`src/rtl/alu_pipe.sv`:
```
// Registered ALU with valid/ready handshakes on both sides and an iterative
// shift-add multiply that occupies the block for WIDTH cycles.
module alu_pipe #(
  parameter int WIDTH  = 8,
  parameter bit MUL_EN = 1'b1
) (
  input  logic             clk,
  input  logic             rst,
  input  logic             in_valid,
  output logic             in_ready,
  input  logic [WIDTH-1:0] operand1,
  input  logic [WIDTH-1:0] operand2,
  input  logic [2:0]       operation,
  output logic             out_valid,
  input  logic             out_ready,
  output logic [WIDTH-1:0] result,
  output logic             flag_z,
  output logic             flag_c,
  output logic             flag_n,
  output logic             flag_v,
  output logic             illegal
);

  localparam int MSB = WIDTH - 1;
  localparam int CW  = $clog2(WIDTH);

  typedef enum logic {IDLE, MUL} state_t;

  state_t             state;
  logic [CW-1:0]      cnt;
  logic [2*WIDTH-1:0] acc;
  logic [2*WIDTH-1:0] a_sh;
  logic [WIDTH-1:0]   b_sh;

  logic               accept;
  logic               is_mul;
  logic [WIDTH:0]     sum;
  logic [WIDTH:0]     diff;
  logic [WIDTH-1:0]   s_res;
  logic               s_c;
  logic               s_v;
  logic               s_ill;
  logic [2*WIDTH-1:0] next_acc;
  logic               last_step;

  // in_ready is held low during reset so nothing is accepted across release
  always_comb begin
    in_ready = !rst && (state == IDLE) && (!out_valid || out_ready);
    accept   = in_valid && in_ready;
    is_mul   = (operation == 3'b111) && MUL_EN;
  end

  always_comb begin
    sum   = {1'b0, operand1} + {1'b0, operand2};
    diff  = {1'b0, operand1} - {1'b0, operand2};
    s_res = '0;
    s_c   = 1'b0;
    s_v   = 1'b0;
    s_ill = 1'b0;
    case (operation)
      3'b000: begin
        s_res = sum[WIDTH-1:0];
        s_c   = sum[WIDTH];
        s_v   = (operand1[MSB] == operand2[MSB]) && (sum[MSB] != operand1[MSB]);
      end
      3'b001: begin
        s_res = diff[WIDTH-1:0];
        s_c   = diff[WIDTH];
        s_v   = (operand1[MSB] != operand2[MSB]) && (diff[MSB] != operand1[MSB]);
      end
      3'b010: s_res = operand1 & operand2;
      3'b011: s_res = operand1 | operand2;
      3'b100: s_res = operand1 ^ operand2;
      3'b101: s_res = ~operand1;
      3'b110: begin
        s_res = {operand1[WIDTH-2:0], 1'b0};
        s_c   = operand1[MSB];
      end
      default: s_ill = 1'b1;
    endcase
  end

  always_comb begin
    next_acc  = acc + (b_sh[0] ? a_sh : '0);
    last_step = (cnt == CW'(WIDTH - 1));
  end

  // Output registers only change when a new result loads, which gives the
  // hold-under-backpressure behaviour for free
  always_ff @(posedge clk or posedge rst) begin
    if (rst) begin
      state     <= IDLE;
      out_valid <= 1'b0;
      result    <= '0;
      flag_z    <= 1'b0;
      flag_c    <= 1'b0;
      flag_n    <= 1'b0;
      flag_v    <= 1'b0;
      illegal   <= 1'b0;
      cnt       <= '0;
      acc       <= '0;
      a_sh      <= '0;
      b_sh      <= '0;
    end else begin
      if (out_valid && out_ready) out_valid <= 1'b0;
      case (state)
        IDLE: begin
          if (accept) begin
            if (is_mul) begin
              a_sh  <= {{WIDTH{1'b0}}, operand1};
              b_sh  <= operand2;
              acc   <= '0;
              cnt   <= '0;
              state <= MUL;
            end else begin
              result    <= s_res;
              flag_z    <= (s_res == '0);
              flag_c    <= s_c;
              flag_n    <= s_res[MSB];
              flag_v    <= s_v;
              illegal   <= s_ill;
              out_valid <= 1'b1;
            end
          end
        end
        MUL: begin
          acc  <= next_acc;
          a_sh <= a_sh << 1;
          b_sh <= b_sh >> 1;
          cnt  <= cnt + CW'(1);
          if (last_step) begin
            result    <= next_acc[WIDTH-1:0];
            flag_z    <= (next_acc[WIDTH-1:0] == '0);
            flag_c    <= |next_acc[2*WIDTH-1:WIDTH];
            flag_n    <= next_acc[MSB];
            flag_v    <= 1'b0;
            illegal   <= 1'b0;
            out_valid <= 1'b1;
            cnt       <= '0;
            state     <= IDLE;
          end
        end
        default: state <= IDLE;
      endcase
    end
  end

endmodule

```
`config.mk`:
```
export PLATFORM = sky130hd
export DESIGN_NAME = alu_pipe
export DESIGN_NICKNAME = d
export VERILOG_FILES = /design/src/rtl/alu_pipe.sv
export SDC_FILE = /design/constraint.sdc
export NUM_CORES = 1
export LEC_CHECK = 0
export ABC_AREA = 1
export CORE_MARGIN = 10
export CORE_UTILIZATION = 54
export DETAILED_ROUTE_END_ITERATION = 8
export GPL_TIMING_DRIVEN = 0
export HOLD_SLACK_MARGIN = 0.02
export PLACE_DENSITY_LB_ADDON = 0.08
export SETUP_SLACK_MARGIN = 0.05
export SYNTH_ARGS = -nofsm -noshare
export SYNTH_HDL_FRONTEND = slang
export SYNTH_SLANG_ARGS = --single-unit
```
`constraint.sdc`:
```
create_clock -name clk -period 2.1 [get_ports clk]
set_input_delay 0.42 -clock clk [delete_from_list [all_inputs] [get_ports clk]]
set_output_delay 0.42 -clock clk [all_outputs]
set_load 0.01 [all_outputs]
```
==> results.toml <==
[place]
port_buffers = 37
dpl.hpwl_um = 11400
placed_area_sq_mm = 0.00537
gp_congestion = 0.919
place_ws_ns = -0.805
dp_cells = 859

[setup_path]
r2r-end = "flag_z"
r2r_setup_slack_ns = -0.24
r2r-start = "b_sh[0]"
startpoint_type = "register"
cp-end-kind = "register"
path_max_fanout = 9
worstPathRequired_ns = 2.37
path_class = "reg -> reg"
r2r_cells = 13
arrival_ns = 2.60

[status]
failed_checks = "setup timing"
status = "complete, but fails checks"

[timing]
hold_viol = 0
final-max-slew-violation-count = 0
max_freq_ghz = 0.428
finalCriticalPeriod_ns = 2.34
setup_slack_ns = -0.236
rsz0062_at_grt = "yes"
period_share_pct = 111
relSlewSlack_pct = 50.5
finalSetupViolCount = 5
tightest_slew_ns = 0.743
clock_skew_ns = 0.0126

[synth]
synth_top_area_cell = "dfrtp_1"
synth_top_family_by_area = "simple AND/OR/NAND/NOR gates"
syn-num-nets = 780
synth_flop_cell = "dfrtp_1"
synth_top_area_share_pct = 29.6
ys_seq_elements = 57
synth_edf_count = 0
synthTopCellsByArea = "dfrtp_1, nand2_1, ha_1"
synth_compound_area_share_pct = 12.3
syn_inst = 713
ys_warn_count = 0
avgSynthCellArea_sq_um = 6.76
yosysSeqAreaShare_pct = 29.6
syn-cell-area_sq_mm = 0.00482
synthMuxAreaShare_pct = 0
synthAdderAreaFrac_pct = 11.9
synth-xor-area-share_pct = 0.727
synth-simple-area-share_pct = 33.4
async_flop_share_pct = 100
synth.distinct_cells = 37

[power_and_ir_drop]
internal_power_mw = 3.51
p_sw_mw = 2.67
powerDensity_mw_per_mm2 = 975
p_comb_share_pct = 51.0
p_seq_share_pct = 29.6
leakage_nw = 3.23
power.total_mw = 6.18
switching_share_pct = 43.2
vdd_drop_max_v = 0.000531
pwr-share-clk_pct = 19.4

[route]
drc = 0
postRouteAntennaNets = 0
vias = 5217
drt-vias-per-instance = 5.82
wire_per_inst_um = 18.1
wirelength_um = 16200
dr.pass1.iters = 8
drtIter0Drc = 476

[hold_path]
hold_class = "in -> reg"
hold_path.startpoint = "operand1[0]"
holdPathStages = 3
holdPathEnd = "a_sh[0]"

[final_layout]
syn2layout_area_growth_pct = 31.5
final_util_pct = 72.7
fill_cells = 703
fin_cells = 897
antennaDiodeCount = 0
stdcell_area_sq_mm = 0.00634
fin_nets = 851
drive_gt1_share_pct = 26.1
final_cell_mix = "nand2_1, inv_1, dfrtp_1, nand3_1, nor2_1"
final_common_cell = "nand2_1"

[grt]
grt_max_degree = 39
grtUsageTotal_pct = 24.0
grt_overflow = 0
grt_pass1_vias = 5163
grt_pass1_wl_um = 25600
antenna_found_initial = 0

[cts]
hold_buffers = 0
numCtsBuffers = 9
clockBufferDepth = 2
clkTransAtPathRegs_ns = 0.07
cts_tree = "built"
clockRootBuffer = "clkbuf_8"
clock_sinks = 57
clkLatencyLatePin_ns = 0.34
h-tree-depth = 3

[floorplanning]
die_w_um = 114
io_pins = 38
initial_core_util_pct = 55.3
dieHeight_um = 114
rows = 34
core_area_sq_mm = 0.00872
dieArea_sq_mm = 0.0131

[run]
drv_cap = 0
-- worst max-delay path by stage --
stage | start | to | slack (ns)
6_report | b_sh[0] | flag_z | -0.24
5_1_grt | b_sh[0] | flag_c | -0.36
4_1_cts | b_sh[0] | flag_z | -0.17
3_5_place_dp | operand1[1] | flag_z | -0.80
3_3_place_gp | rst | acc[15] | -0.81
2_1_floorplan | b_sh[0] | flag_z | 0.04
-- through the flow --
stage               TNS [ns]  hold WS, ns
floorplan                  0        0.448
global placement      -53.98        0.462
detailed placement     -9.53        0.471
CTS                   -0.330        0.464
global route           -1.29        0.448
finish                -0.497        0.419
-- synth_stat cells, types with 5 or more instances --
master and number:
nor2_4 5, nand4_1 22, o21ai_0 26, ha_1 41, nor2_1 68, a22oi_1 6
nand3_1 68, clkbuf_1 6, buf_4 5, a31oi_1 5, a21oi_1 21, o221ai_1 7
o22ai_1 11, buf_2 8, dfrtp_1 57, nand2_1 200, a22o_1 5, o21ai_1 6
inv_1 109
-- worst max-delay path, stage by stage (launching register included) --
cell and delay, ns:
dfrtp_1 0.38, buf_8 0.15, clkbuf_16 0.16, nand2_4 0.06
inv_4 0.04, fa_2 0.41, xor2_1 0.23, nor2_1 0.13
nand3_1 0.12, nor2_1 0.12, nand3_1 0.12, nor2_2 0.14
nor2_2 0.05, a21oi_2 0.15
-- registers in the layout, indices dropped and copies added (netlist names) --
| register | count |
|---|---|
| state | 1 |
| result | 8 |
| out_valid | 1 |
| flag_v | 1 |
| a_sh | 16 |
| illegal | 1 |
| acc | 16 |
| flag_z | 1 |
| b_sh | 8 |
| flag_c | 1 |
| cnt | 3 |
-- power by group through the flow --
stage / combinational (mW) / clock [mW] / sequential, mW
6_report: 3.15 / 1.20 / 1.83
3_5_place_dp: 2.55 / 0 / 1.80
5_1_grt: 3.42 / 1.24 / 1.87
3_3_place_gp: 2.50 / 0 / 1.79
4_1_cts: 2.82 / 1.19 / 1.81
2_1_floorplan: 1.64 / 0 / 1.77
-- cells by family (layout without fill, tap and decap cells) --
group | count (synthesis) | count (layout)
AOI/OAI and AO/OA | 97 | 97
xor gates and xnor gates | 4 | 4
adders and majority gates | 44 | 44
buffers and inverters | 137 | 213
DFF | 57 | 57
and+or+nand+nor | 374 | 374
-- timing repair --
action,in CTS,in global routing
buffers inserted,15,5
gates cloned,1,1
resized for setup,96,92
pin swaps,25,34
endpoints found under the setup margin,21,22
-- final cells by class --
| class | count | area (sq um) | area share [%] |
|---|---|---|---|
| repair buffers | 60 | 548 | 8.65 |
| clock inverters | 5 | 77.6 | 1.22 |
| clock buffers | 11 | 151 | 2.39 |
| inverters | 114 | 438 | 6.91 |
| plain buffers | 23 | 196 | 3.10 |
| well taps | 108 | 135 | 2.13 |
| multi-input cells | 519 | 3360 | 53.1 |
| flip-flops and latches | 57 | 1430 | 22.5 |
-- layer usage --
layer / wire length (um) / vias up / global-route usage [%]
met5: 0 / - / 0
met4: 500 / 0 / 9.19
met3: 1020 / 38 / 3.30
met2: 8290 / 237 / 42.7
met1: 6390 / 2480 / 28.3
li1: - / 2462 / -
Power figures use the tool's default switching activity.
